<file path="config.mk">
export PLATFORM = sky130hd
export DESIGN_NAME = mul_operand_feeder
export DESIGN_NICKNAME = d
export VERILOG_FILES = /design/src/rtl/mul_operand_feeder.sv
export SDC_FILE = /design/constraint.sdc
export NUM_CORES = 1
export LEC_CHECK = 0
export CAP_MARGIN = 20
export CORE_ASPECT_RATIO = 1.75
export CORE_MARGIN = 1
export CORE_UTILIZATION = 50
export CTS_CLUSTER_DIAMETER = 60
export DETAILED_ROUTE_END_ITERATION = 7
export PLACE_DENSITY = 0.81
export SLEW_MARGIN = 15
export SYNTH_ARGS = -nofsm -noshare
export SYNTH_HDL_FRONTEND = slang
export SYNTH_SLANG_ARGS = --single-unit
</file>
<file path="constraint.sdc">
create_clock -name aclk -period 5.9 [get_ports aclk]
set_input_delay 0.885 -clock aclk [delete_from_list [all_inputs] [get_ports aclk]]
set_output_delay 0.885 -clock aclk [all_outputs]
set_load 0.02 [all_outputs]
</file>
<file path="src/rtl/mul_operand_feeder.sv">
// Operand-pair FIFO feeding two independent AXI-Stream channels (A and B) of a
// floating-point multiplier; the head pair pops only once both words are accepted.
`timescale 1ns/1ps

module mul_operand_feeder #(
  parameter int DEPTH = 4
) (
  input  logic        aclk,
  input  logic        areset,

  input  logic        in_valid,
  output logic        in_ready,
  input  logic [31:0] in_a,
  input  logic [31:0] in_b,
  input  logic        in_last,

  output logic        m_axis_a_tvalid,
  input  logic        m_axis_a_tready,
  output logic [31:0] m_axis_a_tdata,
  output logic        m_axis_a_tlast,

  output logic        m_axis_b_tvalid,
  input  logic        m_axis_b_tready,
  output logic [31:0] m_axis_b_tdata,
  output logic        m_axis_b_tlast,

  output logic [15:0] pair_count,
  output logic [15:0] frame_count,
  output logic        busy
);

  localparam int AW = $clog2(DEPTH);
  localparam int PW = AW + 1;
  localparam logic [PW-1:0] PTR_ONE = PW'(1);

  generate
    if (DEPTH < 2 || (DEPTH & (DEPTH - 1)) != 0) begin : g_bad_depth
      $error("mul_operand_feeder: DEPTH must be a power of two and at least 2");
    end
  endgenerate

  // Entry layout: {last, B, A}
  logic [64:0]   mem [DEPTH];
  logic [PW-1:0] wr_ptr;
  logic [PW-1:0] rd_ptr;
  logic          a_done;
  logic          b_done;

  logic          empty;
  logic          full;
  logic          push;
  logic          pop;
  logic          a_fire;
  logic          b_fire;
  logic [64:0]   head;

  assign empty = (wr_ptr == rd_ptr);
  assign full  = (wr_ptr[PW-1] != rd_ptr[PW-1]) &&
                 (wr_ptr[AW-1:0] == rd_ptr[AW-1:0]);

  assign in_ready = !full;
  assign busy     = !empty;
  assign push     = in_valid && !full;

  assign head = mem[rd_ptr[AW-1:0]];

  assign m_axis_a_tvalid = !empty && !a_done;
  assign m_axis_b_tvalid = !empty && !b_done;

  // Data and last are forced to zero while empty so stale storage never shows.
  assign m_axis_a_tdata = empty ? 32'd0 : head[31:0];
  assign m_axis_b_tdata = empty ? 32'd0 : head[63:32];
  assign m_axis_a_tlast = !empty && head[64];
  assign m_axis_b_tlast = !empty && head[64];

  assign a_fire = m_axis_a_tvalid && m_axis_a_tready;
  assign b_fire = m_axis_b_tvalid && m_axis_b_tready;
  assign pop    = !empty && (a_done || a_fire) && (b_done || b_fire);

  always_ff @(posedge aclk) begin
    if (push) begin
      mem[wr_ptr[AW-1:0]] <= {in_last, in_b, in_a};
    end
  end

  always_ff @(posedge aclk or posedge areset) begin
    if (areset) begin
      wr_ptr <= '0;
    end else if (push) begin
      wr_ptr <= wr_ptr + PTR_ONE;
    end
  end

  always_ff @(posedge aclk or posedge areset) begin
    if (areset) begin
      rd_ptr      <= '0;
      a_done      <= 1'b0;
      b_done      <= 1'b0;
      pair_count  <= 16'd0;
      frame_count <= 16'd0;
    end else if (pop) begin
      rd_ptr     <= rd_ptr + PTR_ONE;
      a_done     <= 1'b0;
      b_done     <= 1'b0;
      pair_count <= pair_count + 16'd1;
      if (head[64]) begin
        frame_count <= frame_count + 16'd1;
      end
    end else begin
      if (a_fire) a_done <= 1'b1;
      if (b_fire) b_done <= 1'b1;
    end
  end

endmodule

</file>
# Word-level counts from Yosys, hierarchy flattened
# Memories as Yosys holds them, arrays and structs flattened.
# Cells that the tools add are included.
[word_totals]
regBits = 40
latchBits = 0
mem_bits_rw = 260
rom_bits = 0
in_bits = 70
output_inout_bits = 102
word_cells = 40
n_memories = 1
[mem_list]
columns = ["name", "depth", "word_bits", "read_ports", "rd_clocked_by_memory_dff", "wr", "line_no", "text"]
rows = [
  ["mem", 4, 65, 1, 0, 1, "43", "logic [64:0] mem [DEPTH];"],
]
[classes]
addsub = 4
multipliers = 0
n_div = 0
order_cmp = 0
eq_ne = 3
shift = 0
mux = 8
n_bitwise = 0
reduce_logical = 18
[ops]
columns = ["operator", "count"]
rows = [
  ["$mux 32", 2],
  ["$add 16x1->16 const B", 2],
  ["$logic_and 1x1->1", 9],
  ["$add 3x1->3 const B", 2],
  ["$mux 1", 6],
  ["$logic_not 1->1", 4],
  ["$reduce_bool 2->1", 2],
  ["$eq 3x3->1", 1],
  ["$eq 2x2->1", 1],
  ["$logic_or 1x1->1", 2],
  ["$reduce_and 2->1", 1],
  ["$ne 1x1->1", 1],
]

# Depth between registers and ports, before layout
[logic_depth]
ltp_word = 8
mapped_depth = 7
mapped_depth_nobuf = 5

# Least setup slack after synthesis
# OpenSTA, ideal clock, no wires.
[synth_path]
kind = "register to register"
startpoint = "reg rd_ptr[1]"
endpoint = "mem mem[3][0], enable pin"
setup_time_ns = 0.432
arrival_time_ns = 2.698
required_time_ns = 5.468
setup_slack_ns = 2.770
stages_incl_launch_ff = 5
path_buffers = 1
period_less_slack_ns = 3.130
path_cell_list = "dfrtp_1 buf_2 xor2_1 o31a_1 and2_1"
[synth_between]
elab_chain_len = 6
[synth_rtl]
columns = ["item", "line_no", "text"]
rows = [
  ["start: declaration", "45", "logic [PW-1:0] rd_ptr;"],
  ["start signal: assignment", "102", "rd_ptr <= rd_ptr + PTR_ONE;"],
  ["$eq 2x2->1", "59", "(wr_ptr[AW-1:0] == rd_ptr[AW-1:0]);"],
  ["$logic_and 1x1->1", "58", "assign full = (wr_ptr[PW-1] != rd_ptr[PW-1]) &&"],
  ["$logic_not 1->1", "63", "assign push = in_valid && !full;"],
  ["$logic_and 1x1->1", "63", ""],
  ["$mux 1", "81", "if (push) begin"],
  ["$mux 1 (implied by the code)", "82", "mem[wr_ptr[AW-1:0]] <= {in_last, in_b, in_a};"],
  ["end: declaration", "43", ""],
]
# No other way between the ends.

# Worst setup path after layout
[layout_path]
startpoint = "reg rd_ptr[0]"
endpoint = "out m_axis_b_tlast"
[layout_between]
elab_chain_len = 3
elab_cells_between_ends = 4
classes_between = "eq/ne (1); reduce/logical (2); memory (1)"
[layout_rtl]
columns = ["item", "line_no", "text"]
rows = [
  ["branches (longest 2 deep; another with $mem_v2 4x65)", "--", ""],
  ["$logic_and 1x1->1 *", "74", "assign m_axis_b_tlast = !empty && head[64];"],
  ["end: declaration", "25", "output logic m_axis_b_tlast,"],
]
# Mark *: on every way between the ends.

==> run metrics <==
status=complete, no violations; kind of critical path=register to primary output; global-route wire length before repair=35900 um; setup bufs post-CTS=0; Critical Path Fanout Max=49; Critical Path Start=rd_ptr[0]; Crit path required time=5.02 ns; Critical Path, Cell by Cell=buf_4 -> mux4_2 -> and2_1 -> clkdlybuf4s50_1; final hold vios=0; Max VDD drop=0.360 mV; hold_buf cts=0; met1 usage=0.220; Yosys reg bits=300; EDFF count, synth=260; CTS max path bufs=3; max_cap viols=0; fin crit share=0.749; critical path's slowest cell=buf_4; CTS Sinks=300; Die Area=24200 um2; diodes inserted=0; Area growth syn-to-layout=24.2%; r2r setup slk=2.91 ns; top-count cell post-synth=edfxtp_1; post-DR wirelength/cell=21.2 um; Worst Setup End Kind=primary output; max incr delay on CP=0.85 ns; Worst Skew=0.0152 ns; Setup-failing EPs final=0; met2 Track Usage GR=0.370; setup tns final=0 ns; DR vias/cell=5.57; met3 Resource Use GR=0.0337; num ports=172; Total GRT Usage=0.195; cell taking the most area after synthesis=edfxtp_1; 1st-iter DRT viols=395; max-slew violations=0; Total Power=0.00832 W; DRC viols=0; # rows=74; vias in the first global route=6515; CTS tree=done; synth top area cells=edfxtp_1 66%, mux4_2 12%, dfrtp_1 8.5%, and2_1 3.8%, xor2_1 1.6%; Leak Pwr=5.00 nW; Crit path arrival time=3.53 ns; most used routing layer=met2; clk_lat worst skew=0.52 ns; reg2reg start=rd_ptr[0]; RSZ-0062 raised after global routing=false; Slew @ Worst Pin=1.04 ns; largest net degree at the start of global routing=70; critical path endpoint=m_axis_b_tlast; Initial Utilization=0.507; Avg Cell Area, Syn=19.9 um2; iteration count of the initial detailed-routing pass=5; port bufs=171; Final Util=0.630; top cells by count, synth=260 x edfxtp_1, 71 x and2_1, 65 x mux4_2, 40 x dfrtp_1, 21 x xor2_1; worst reg2reg endpoint=frame_count[1]; Reg area=8820 um2; core area=23200 um2; crit start category=register; die height=205 um; CTS Buf Count=26; Post-synth ARST share=0.133; H-tree depth=1; Distinct cells, synth=35; vias=6064; Multi-input gate area=2850 um2; yosys warns=0; Post-Syn Instances=593; Final GP Congestion=0.826; grt total ovfl=0; total wire length=23100 um; Placement Cell Area=13800 um2; Final Instance Area=14600 um2; Fillers=1550; pwr/cell area=568 nW/um2; top-area cell type share of the netlist area=0.662; Synthesized Nets=670; Min-Delay Path Class=register to register; root buf cell=clkbuf_16; maximum clock rate=226 MHz; layout cell share with drive strength beyond 1=0.150; post-synthesis sequential area ratio=0.747; Layout Nets=845; clock-pin slew on the worst setup and hold paths=0.07 ns; synthesized area=11800 um2; Final min period=4.42 ns; R2R depth=4; chip width=118 um; DP HPWL=13800 um; Final ANT Viol Nets=0; top_reg_cell synth=edfxtp_1; Slew headroom=0.308; quantity of gates resized following cts=0; fin cells=1089; placed insts=1043; initial antenna violation count=2
-- worst max-delay path: cells and delay by family (launching register included) --
family                 cells  cell delay (ns)
AND/OR/NAND/NOR            1             0.21
multiplexers               1             0.70
buffers and inverters      2             1.38
flip-flops                 1             0.69
-- kinds of logic after synthesis --
logic type | count (synthesis) | share of synthesized area
buffers and inverters | 35 | 0.0134
muxes | 68 | 0.127
and+or+nand+nor | 133 | 0.0671
adders and majority gates | 7 | 0.00743
xor gates and xnor gates | 40 | 0.0303
DFF | 300 | 0.747
AOI/OAI and AO/OA | 10 | 0.00775
-- sequential cells by signal (all words and copies together), names as in the netlist --
| name | cells |
|---|---|
| rd_ptr | 3 |
| wr_ptr | 3 |
| a_done | 1 |
| b_done | 1 |
| mem | 260 |
| frame_count | 16 |
| pair_count | 16 |
-- per-stage QoR --
step                      setup WS (ns)  hold WS, ns
after floorplan                    2.77        0.527
after global placement             1.94        0.461
after detailed placement           1.92        0.461
after CTS                          1.36        0.474
after global routing               1.20        0.486
final                              1.48        0.468
-- area by class of cell --
| cell class | count | share of cell area |
|---|---|---|
| Tap cell | 304 | 0.0260 |
| Timing Repair Buffer | 175 | 0.120 |
| Clock buffer | 38 | 0.0496 |
| Clock inverter | 7 | 0.00581 |
| Multi-Input combinational cell | 258 | 0.194 |
| Sequential cell | 300 | 0.602 |
| Inverter | 7 | 0.00179 |
-- layout by cell type (no fill, tap or decap), types with 2 or more instances in the layout --
cell / netlist / final
a21oi_1: 2 / 2
and2_1: 71 / 67
and2_4: 0 / 4
and3_1: 7 / 7
and4_1: 2 / 2
buf_4: 1 / 3
bufinv_16: 0 / 2
clkbuf_1: 12 / 10
clkbuf_16: 0 / 27
clkdlybuf4s50_1: 0 / 171
clkinv_1: 0 / 2
clkinv_2: 0 / 2
dfrtp_1: 40 / 38
dfrtp_4: 0 / 2
edfxtp_1: 260 / 260
ha_1: 7 / 7
inv_1: 6 / 6
mux2_2: 3 / 3
mux4_2: 65 / 65
nand2_1: 9 / 9
nand3_1: 13 / 13
nand4_1: 8 / 8
nor2_1: 4 / 4
nor3_1: 10 / 10
nor4_1: 5 / 5
nor4_2: 2 / 2
o31a_1: 2 / 2
xnor2_1: 18 / 18
xor2_1: 21 / 21
-- worst min path at each step --
stage	from	slack [ns]	cells after the start	end
after floorplan	wr_ptr[2]	0.53	1	wr_ptr[2]
after global placement	pair_count[15]	0.46	1	pair_count[15]
after detailed placement	pair_count[15]	0.46	1	pair_count[15]
after CTS	pair_count[15]	0.47	1	pair_count[15]
after global routing	pair_count[15]	0.49	1	pair_count[15]
final	pair_count[15]	0.47	1	pair_count[15]
-- power breakdown --
part / total, W / switching [W] / internal (W) / leakage, nW
combinational: 0.00362 / 0.00189 / 0.00173 / 1.72
sequential: 0.00305 / 0.000213 / 0.00284 / 2.89
clock: 0.00164 / 0.000706 / 0.000938 / 0.391
total: 0.00832 / 0.00281 / 0.00550 / 5.00
-- metal layers --
layer,routed length [um],vias up
met5,11,-
met4,561,2
met3,1090,41
met2,13100,195
met1,8330,3145
li1,-,2681
(Power assumes the default switching activity.)
